$ cat config.mk
export PLATFORM = sky130hd
export DESIGN_NAME = div_issue_ctrl
export DESIGN_NICKNAME = d
export VERILOG_FILES = /design/src/rtl/div_issue_ctrl_pkg.sv /design/src/rtl/div_result_fmt.sv /design/src/rtl/div_issue_ctrl.sv
export SDC_FILE = /design/constraint.sdc
export NUM_CORES = 1
export LEC_CHECK = 0
export CAP_MARGIN = 20
export CELL_PAD_IN_SITES_DETAIL_PLACEMENT = 0
export CELL_PAD_IN_SITES_GLOBAL_PLACEMENT = 1
export CORE_AREA = 2 2 186 188
export DETAILED_ROUTE_END_ITERATION = 10
export DIE_AREA = 0 0 188 190
export PLACE_DENSITY_LB_ADDON = 0.1
export REMOVE_ABC_BUFFERS = 1
export SLEW_MARGIN = 10
export SYNTH_ARGS = -nofsm -noshare
export SYNTH_HDL_FRONTEND = slang
export SYNTH_HIERARCHICAL = 1
export SYNTH_SLANG_ARGS = --single-unit
$ cat constraint.sdc
create_clock -name clk -period 20.7 [get_ports clk]
set_clock_uncertainty 0.1 [all_clocks]
set_input_delay 4.14 -clock clk [delete_from_list [all_inputs] [get_ports clk]]
set_output_delay 4.14 -clock clk [all_outputs]
set_load 0.01 [all_outputs]
$ cat src/rtl/div_issue_ctrl_pkg.sv
// Shared definitions for the divide issue/retire controller.
//   - funct3 encodings of the RV64M divide class
//   - controller state encoding (2-bit)
//   - REG_BUS: register/operand width reused as XLEN
package div_issue_ctrl_pkg;

    localparam int unsigned REG_BUS   = 64;
    localparam int unsigned DIV_RES_W = 2 * REG_BUS;

    localparam logic [2:0] FUNCT3_DIV  = 3'b100;
    localparam logic [2:0] FUNCT3_DIVU = 3'b101;
    localparam logic [2:0] FUNCT3_REM  = 3'b110;
    localparam logic [2:0] FUNCT3_REMU = 3'b111;

    typedef enum logic [1:0] {
        DIVC_IDLE  = 2'b00,
        DIVC_BUSY  = 2'b01,
        DIVC_DRAIN = 2'b10,
        DIVC_DONE  = 2'b11
    } divc_state_e;

    // funct3[1] selects remainder, funct3[0] selects unsigned.
    function automatic logic f3_is_rem(input logic [2:0] f3);
        return f3[1];
    endfunction

    function automatic logic f3_is_signed(input logic [2:0] f3);
        return ~f3[0];
    endfunction

endpackage

$ cat src/rtl/div_result_fmt.sv
// Result formatter for the divider output.
//   div_result : {rem, quot} from the divider (2*XLEN bits)
//   is_rem     : 1 selects the remainder half, 0 the quotient half
//   is_w       : 1 sign-extends bit 31 of the selection (W-form ops)
//   fmt_data   : formatted XLEN-bit result
module div_result_fmt
    import div_issue_ctrl_pkg::*;
#(
    parameter int unsigned XLEN = REG_BUS
) (
    input  logic [2*XLEN-1:0] div_result,
    input  logic              is_rem,
    input  logic              is_w,
    output logic [XLEN-1:0]   fmt_data
);

    logic [XLEN-1:0] sel;

    always_comb begin
        sel      = is_rem ? div_result[2*XLEN-1:XLEN] : div_result[XLEN-1:0];
        fmt_data = is_w ? {{(XLEN-32){sel[31]}}, sel[31:0]} : sel;
    end

endmodule

$ cat src/rtl/div_issue_ctrl.sv
// Issue/retire controller in front of the multi-cycle divider.
//   clk, rst              : clock, asynchronous active-high reset
//   ex_*                  : divide-class instruction offered by EX (held until accepted)
//   flush                 : kill the instruction in flight
//   stall_req             : front-end stall
//   div_valid/sign/32/rs* : hold-until-ready request to the divider
//   div_ready, div_result : divider completion and {rem, quot}
//   out_valid/ready/data/rd : result handshake towards EX/MEM
module div_issue_ctrl
    import div_issue_ctrl_pkg::*;
#(
    parameter int unsigned XLEN = REG_BUS,
    parameter int unsigned RD_W = 5
) (
    input  logic              clk,
    input  logic              rst,
    input  logic              ex_valid,
    input  logic [2:0]        ex_funct3,
    input  logic              ex_is_w,
    input  logic [XLEN-1:0]   ex_rs1,
    input  logic [XLEN-1:0]   ex_rs2,
    input  logic [RD_W-1:0]   ex_rd,
    input  logic              flush,
    output logic              stall_req,
    output logic              div_valid,
    output logic              div_sign,
    output logic              div_32,
    output logic [XLEN-1:0]   div_rs1,
    output logic [XLEN-1:0]   div_rs2,
    input  logic              div_ready,
    input  logic [2*XLEN-1:0] div_result,
    output logic              out_valid,
    input  logic              out_ready,
    output logic [XLEN-1:0]   out_data,
    output logic [RD_W-1:0]   out_rd
);

    divc_state_e     state_q, state_d;
    logic [XLEN-1:0] rs1_q, rs2_q, out_data_q;
    logic [RD_W-1:0] rd_q, out_rd_q;
    logic            is_rem_q, sign_q, is_w_q;
    logic            load_op, load_out;
    logic [XLEN-1:0] fmt_data;

    // funct3[2] is always set for the divide class; not needed for decode.
    logic unused_funct3;
    assign unused_funct3 = ex_funct3[2];

    div_result_fmt #(
        .XLEN (XLEN)
    ) u_fmt (
        .div_result (div_result),
        .is_rem     (is_rem_q),
        .is_w       (is_w_q),
        .fmt_data   (fmt_data)
    );

    always_comb begin
        state_d   = state_q;
        load_op   = 1'b0;
        load_out  = 1'b0;
        stall_req = 1'b0;
        div_valid = 1'b0;
        unique case (state_q)
            DIVC_IDLE: begin
                if (ex_valid && !flush) begin
                    state_d   = DIVC_BUSY;
                    load_op   = 1'b1;
                    stall_req = 1'b1;
                end
            end
            DIVC_BUSY: begin
                div_valid = 1'b1;
                stall_req = 1'b1;
                if (div_ready && !flush) begin
                    load_out = 1'b1;
                    state_d  = DIVC_DONE;
                end else if (flush) begin
                    state_d = div_ready ? DIVC_IDLE : DIVC_DRAIN;
                end
            end
            DIVC_DRAIN: begin
                // The divider cannot be aborted; keep valid high until it finishes.
                div_valid = 1'b1;
                stall_req = ex_valid;
                if (div_ready) begin
                    state_d = DIVC_IDLE;
                end
            end
            DIVC_DONE: begin
                stall_req = !out_ready && !flush;
                if (flush || out_ready) begin
                    state_d = DIVC_IDLE;
                end
            end
            default: state_d = DIVC_IDLE;
        endcase
    end

    always_ff @(posedge clk or posedge rst) begin
        if (rst) begin
            state_q    <= DIVC_IDLE;
            rs1_q      <= '0;
            rs2_q      <= '0;
            rd_q       <= '0;
            is_rem_q   <= 1'b0;
            sign_q     <= 1'b0;
            is_w_q     <= 1'b0;
            out_data_q <= '0;
            out_rd_q   <= '0;
        end else begin
            state_q <= state_d;
            if (load_op) begin
                rs1_q    <= ex_rs1;
                rs2_q    <= ex_rs2;
                rd_q     <= ex_rd;
                is_rem_q <= f3_is_rem(ex_funct3);
                sign_q   <= f3_is_signed(ex_funct3);
                is_w_q   <= ex_is_w;
            end
            if (load_out) begin
                out_data_q <= fmt_data;
                out_rd_q   <= rd_q;
            end
        end
    end

    assign div_sign  = sign_q;
    assign div_32    = is_w_q;
    assign div_rs1   = rs1_q;
    assign div_rs2   = rs2_q;
    assign out_valid = (state_q == DIVC_DONE);
    assign out_data  = out_data_q;
    assign out_rd    = out_rd_q;

endmodule
# Yosys cells after proc, flatten, opt, wreduce, memory -nomap -nowiden
# Cells that the tools add are included.
word_totals:
  reg_bits: 207
  input_bits: 271
  output_inout_bits: 202
op_classes:
  eq_ne: 7
  mux: 15
  bitwise_logic: 1
  n_reduce_logical: 9
op_table:
  columns: ["op", "n"]
  rows:
  - ["$mux W64", 2]
  - ["$mux W2", 6]
  - ["$pmux W2 S4", 1]
  - ["$mux W1", 5]
  - ["$eq A2 B2 Y1 const B", 2]
  - ["$ne A2 B2 Y1 const B", 2]
  - ["$pmux W1 S4", 1]
  - ["$reduce_and A4 Y1", 1]
  - ["$logic_and A1 B1 Y1", 3]
  - ["$ne A3 B3 Y1 const B", 1]
  - ["$eq A2 B1 Y1 const B", 1]
  - ["$logic_not A1 Y1", 2]
  - ["$logic_not A2 Y1", 1]
  - ["$ne A2 B1 Y1 const B", 1]
  - ["$reduce_or A2 Y1", 1]
  - ["$logic_or A1 B1 Y1", 1]
  - ["$not A1 Y1", 1]

# Logic depth before layout (Yosys ltp)
logic_depth:
  word_depth: 4
  mapped_depth: 7
  depth_no_buf: 6

# By module
# The synthesis kept the hierarchy.
modules_own_cells:
  columns: ["mod", "instances", "cells_each", "area_per_inst_um2"]
  rows:
  - ["div_issue_ctrl", 1, 461, 8509.4]
  - ["div_result_fmt", 1, 80, 1244.9]

# Worst setup path after synthesis
# OpenSTA, ideal clock, no wires.
synth_timing:
  kind: "input-to-output"
  start: "input out_ready"
  end: "output stall_req"
  arrival_time_ps: 4616
  required_time_ps: 16460
  setup_slack_ps: 11844
  cell_stages: 4
  path_buffers: 0
  path_cell_list: "nand2b_1 nor2_1 a21oi_1 o22ai_1"
synth_between:
  elab_chain_len: 3
synth_rtl:
  columns: ["element", "line_no", "rtl"]
  rows:
  - ["start: declaration", "div_issue_ctrl.sv:33", "input logic out_ready,"]
  - ["$logic_not A1 Y1", "div_issue_ctrl.sv:91", "stall_req = !out_ready && !flush;"]
  - ["$logic_and A1 B1 Y1", "div_issue_ctrl.sv:91", null]
  - ["$pmux W1 S4", "div_issue_ctrl.sv:64", "unique case (state_q)"]
  - ["end: declaration", "div_issue_ctrl.sv:24", "output logic stall_req,"]
# Every way passes these cells.

# Final worst setup path
# Ends and elaborated chain as after synthesis.

==> reports/results.ini <==
[sta]
min_period_ns = 9.79
setup_viol = 0
worstMarginPinSlew_ns = 0.938
hold_viol = 0
rsz0062_at_grt = no
tns_ns = 0
relSlewSlack_pct = 37.4
post-route-period-util_pct = 47.3
drv_slew = 0
fmax_mhz = 102

[setup_path]
worst_path_most_repeated_cell = clkdlybuf4s50_1
path_max_fanout = 2
rr_worst_depth = 5
regToRegSetupSlack_ns = 17.92
critPathCapture = stall_req
r2r-end = rd_q[3]
max_stage_delay_ns = 0.58
crit_slowest_cell = clkdlybuf4s50_1
setup.worst_path.end_class = primary output
worstPathArrival_ns = 5.55
crit_chain = clkdlybuf4s50_1 > nand2b_1 > nor2_1 > a21oi_1 > o22ai_1 > clkdlybuf4s50_1
crit_path_start_kind = input port
crit_start = out_ready
reg2reg_from = state_q[0]
required_ns = 16.46
worst-setup-path-type = in -> out

[synth]
synth-simple-area-share_pct = 0.924
synth_compound_area_share_pct = 0.564
ys_warn_count = 6
synth_top_family_by_area = multiplexers
ys_types = 28
netlist.area_leader.share_pct = 53.1
synth_fa_ha_area_share_pct = 0.641
synth_area_sq_um = 9750
synth-xor-area-share_pct = 0
synth_seq_area_share_pct = 53.1
synth_area_per_cell_sq_um = 18.0
synth_seq_cells = 207
netlist_top_cells_area = dfrtp_1 53%, mux2_4 20%, mux2_2 12%
muxShareOfSynthArea_pct = 39.9
synth.largest_area_cell = dfrtp_1
synthCells = 541

[outcome]
outcome = complete, no violations

[floorplan]
die_area_sq_um = 35700
start_util_pct = 28.7
rows = 68
die_h_microns = 190
core_area_sq_um = 33900
fp.dieW_microns = 188
ioPinCount = 473

[placed_design]
place.gp.congestion = 0.733
port_buffers = 471
dpl.hpwl_microns = 22000

[routing]
vias = 6460
wl_per_cell_microns = 20.5
drtPass1Iterations = 4
vias_per_cell = 4.36
routed_wl_microns = 30400
drtIter0Drc = 165
drc = 0
ant_nets = 0

[clocking]
clk-insertion-delay-late_ns = 0.51
path_clk_slew_ns = 0.06
hold_buffers = 0
cts_resized = 0
clock-sinks = 207
cts_buffers = 25
ctsHtreeMaxLevel = 1
cts_root_buf = clkbuf_16
cts_tree = yes
postCtsSetupBuffers = 0
cts_buffer_depth = 3

[layout]
final_util_pct = 45.6
mostFrequentLayoutCell = clkdlybuf4s50_1
layout.nets = 1285
nFillCells = 3020
final_cell_mix = 471 x clkdlybuf4s50_1, 206 x dfrtp_1, 128 x mux2_4
areaGrowthSynthToFinish_pct = 58.8
drive_gt1_share_pct = 30.0

[grt]
grt_pass1_wl_microns = 45400
grt_pass1_vias = 7085
grt_use_total_pct = 16.7
grt_max_degree = 95
grt.overflow.total = 0
antenna_found_initial = 3

[power]
max-vdd-ir-drop_mv = 0.0728
finalPower_uw = 2270
leakage_uw = 0.00676
p_per_area_nw_per_um2 = 147

[run]
cap_violations = 0

[worst_hold_path]
hold_path_class = reg -> reg

[sequential cells by signal, summed over array words and instances, names as in the netlist]
name and count:
div_rs1 64, div_rs2 64, out_data 64, out_rd 5
rd_q 5, state_q 2, div_32 1, div_sign 1
is_rem_q 1
[routing by layer]
metal / track usage, % / vias up / part of all wire, %
li1: - / 2913 / -
met1: 19.1 / 3193 / 38
met2: 27.8 / 316 / 47
met3: 8.30 / 36 / 12
met4: 3.97 / 2 / 1.9
met5: 0 / - / 0.039
[cell families after synthesis]
kind of cell	count (synthesis)
AND/OR/NAND/NOR	11
flip-flops	207
AO/OA/AOI/OAI	8
buffers and inverters	41
adder cells (fa/ha/maj)	5
multiplexers	269
[worst min path at each step]
| stage | startpoint | endpoint | slack (ns) | depth (start not counted) |
|---|---|---|---|---|
| 6_report | div_sign | div_sign | 0.38 | 2 |
| 4_1_cts | div_sign | div_sign | 0.39 | 2 |
| 3_5_place_dp | div_sign | div_sign | 0.37 | 2 |
| 3_3_place_gp | div_sign | div_sign | 0.36 | 2 |
| 5_1_grt | out_data[2] | out_data[2] | 0.41 | 1 |
| 2_1_floorplan | rd_q[0] | out_rd[0] | 0.38 | 1 |
[synth_stat cells]
master,number
a21oi_1,2
a2bb2oi_1,1
a32o_1,1
and2b_1,1
buf_12,13
buf_2,4
buf_4,6
buf_6,6
buf_8,3
clkbuf_1,6
dfrtp_1,207
ha_1,5
inv_1,3
mux2_1,6
mux2_2,102
mux2_4,128
mux2i_1,1
mux4_1,7
mux4_2,25
nand2_1,2
nand2b_1,3
nand3b_4,2
nor2_1,1
nor2b_1,2
o21ai_0,1
o21bai_1,1
o22ai_1,1
o31ai_1,1
[final cells by class]
cell class,count,area [sq um],area share (%)
Clock buffer,36,737,4.76
Clock inverter,9,70.1,0.452
Sequential cell,207,5180,33.5
Tap cell,455,569,3.68
Antenna cell,1,2.50,0.0162
Multi-Input combinational cell,293,4100,26.5
Timing Repair Buffer,479,4800,31.0
Inverter,3,18.8,0.121
[critical path, delay by kind of cell]
kind / cells / cell delay (ns)
buffers and inverters: 2 / 0.97
AND/OR/NAND/NOR: 2 / 0.25
AO/OA/AOI/OAI: 2 / 0.18
[metrics by stage]
step / cells / instance area, sq um / setup WS, ns / hold WS, ns
after global placement: 1435 / 14600 / 10.89 / 0.365
final: 1483 / 15500 / 10.91 / 0.383
after floorplan: 503 / 9290 / 10.81 / 0.375
after CTS: 1482 / 15500 / 10.90 / 0.388
after detailed placement: 1437 / 14700 / 10.91 / 0.374
after global routing: 1483 / 15500 / 10.84 / 0.411
[where the power goes]
part	internal (uW)	total (uW)	switching, uW
sequential	613	729	116
combinational	717	1110	392
clock	258	434	176
Note: power is estimated with default switching activity, not from simulation.
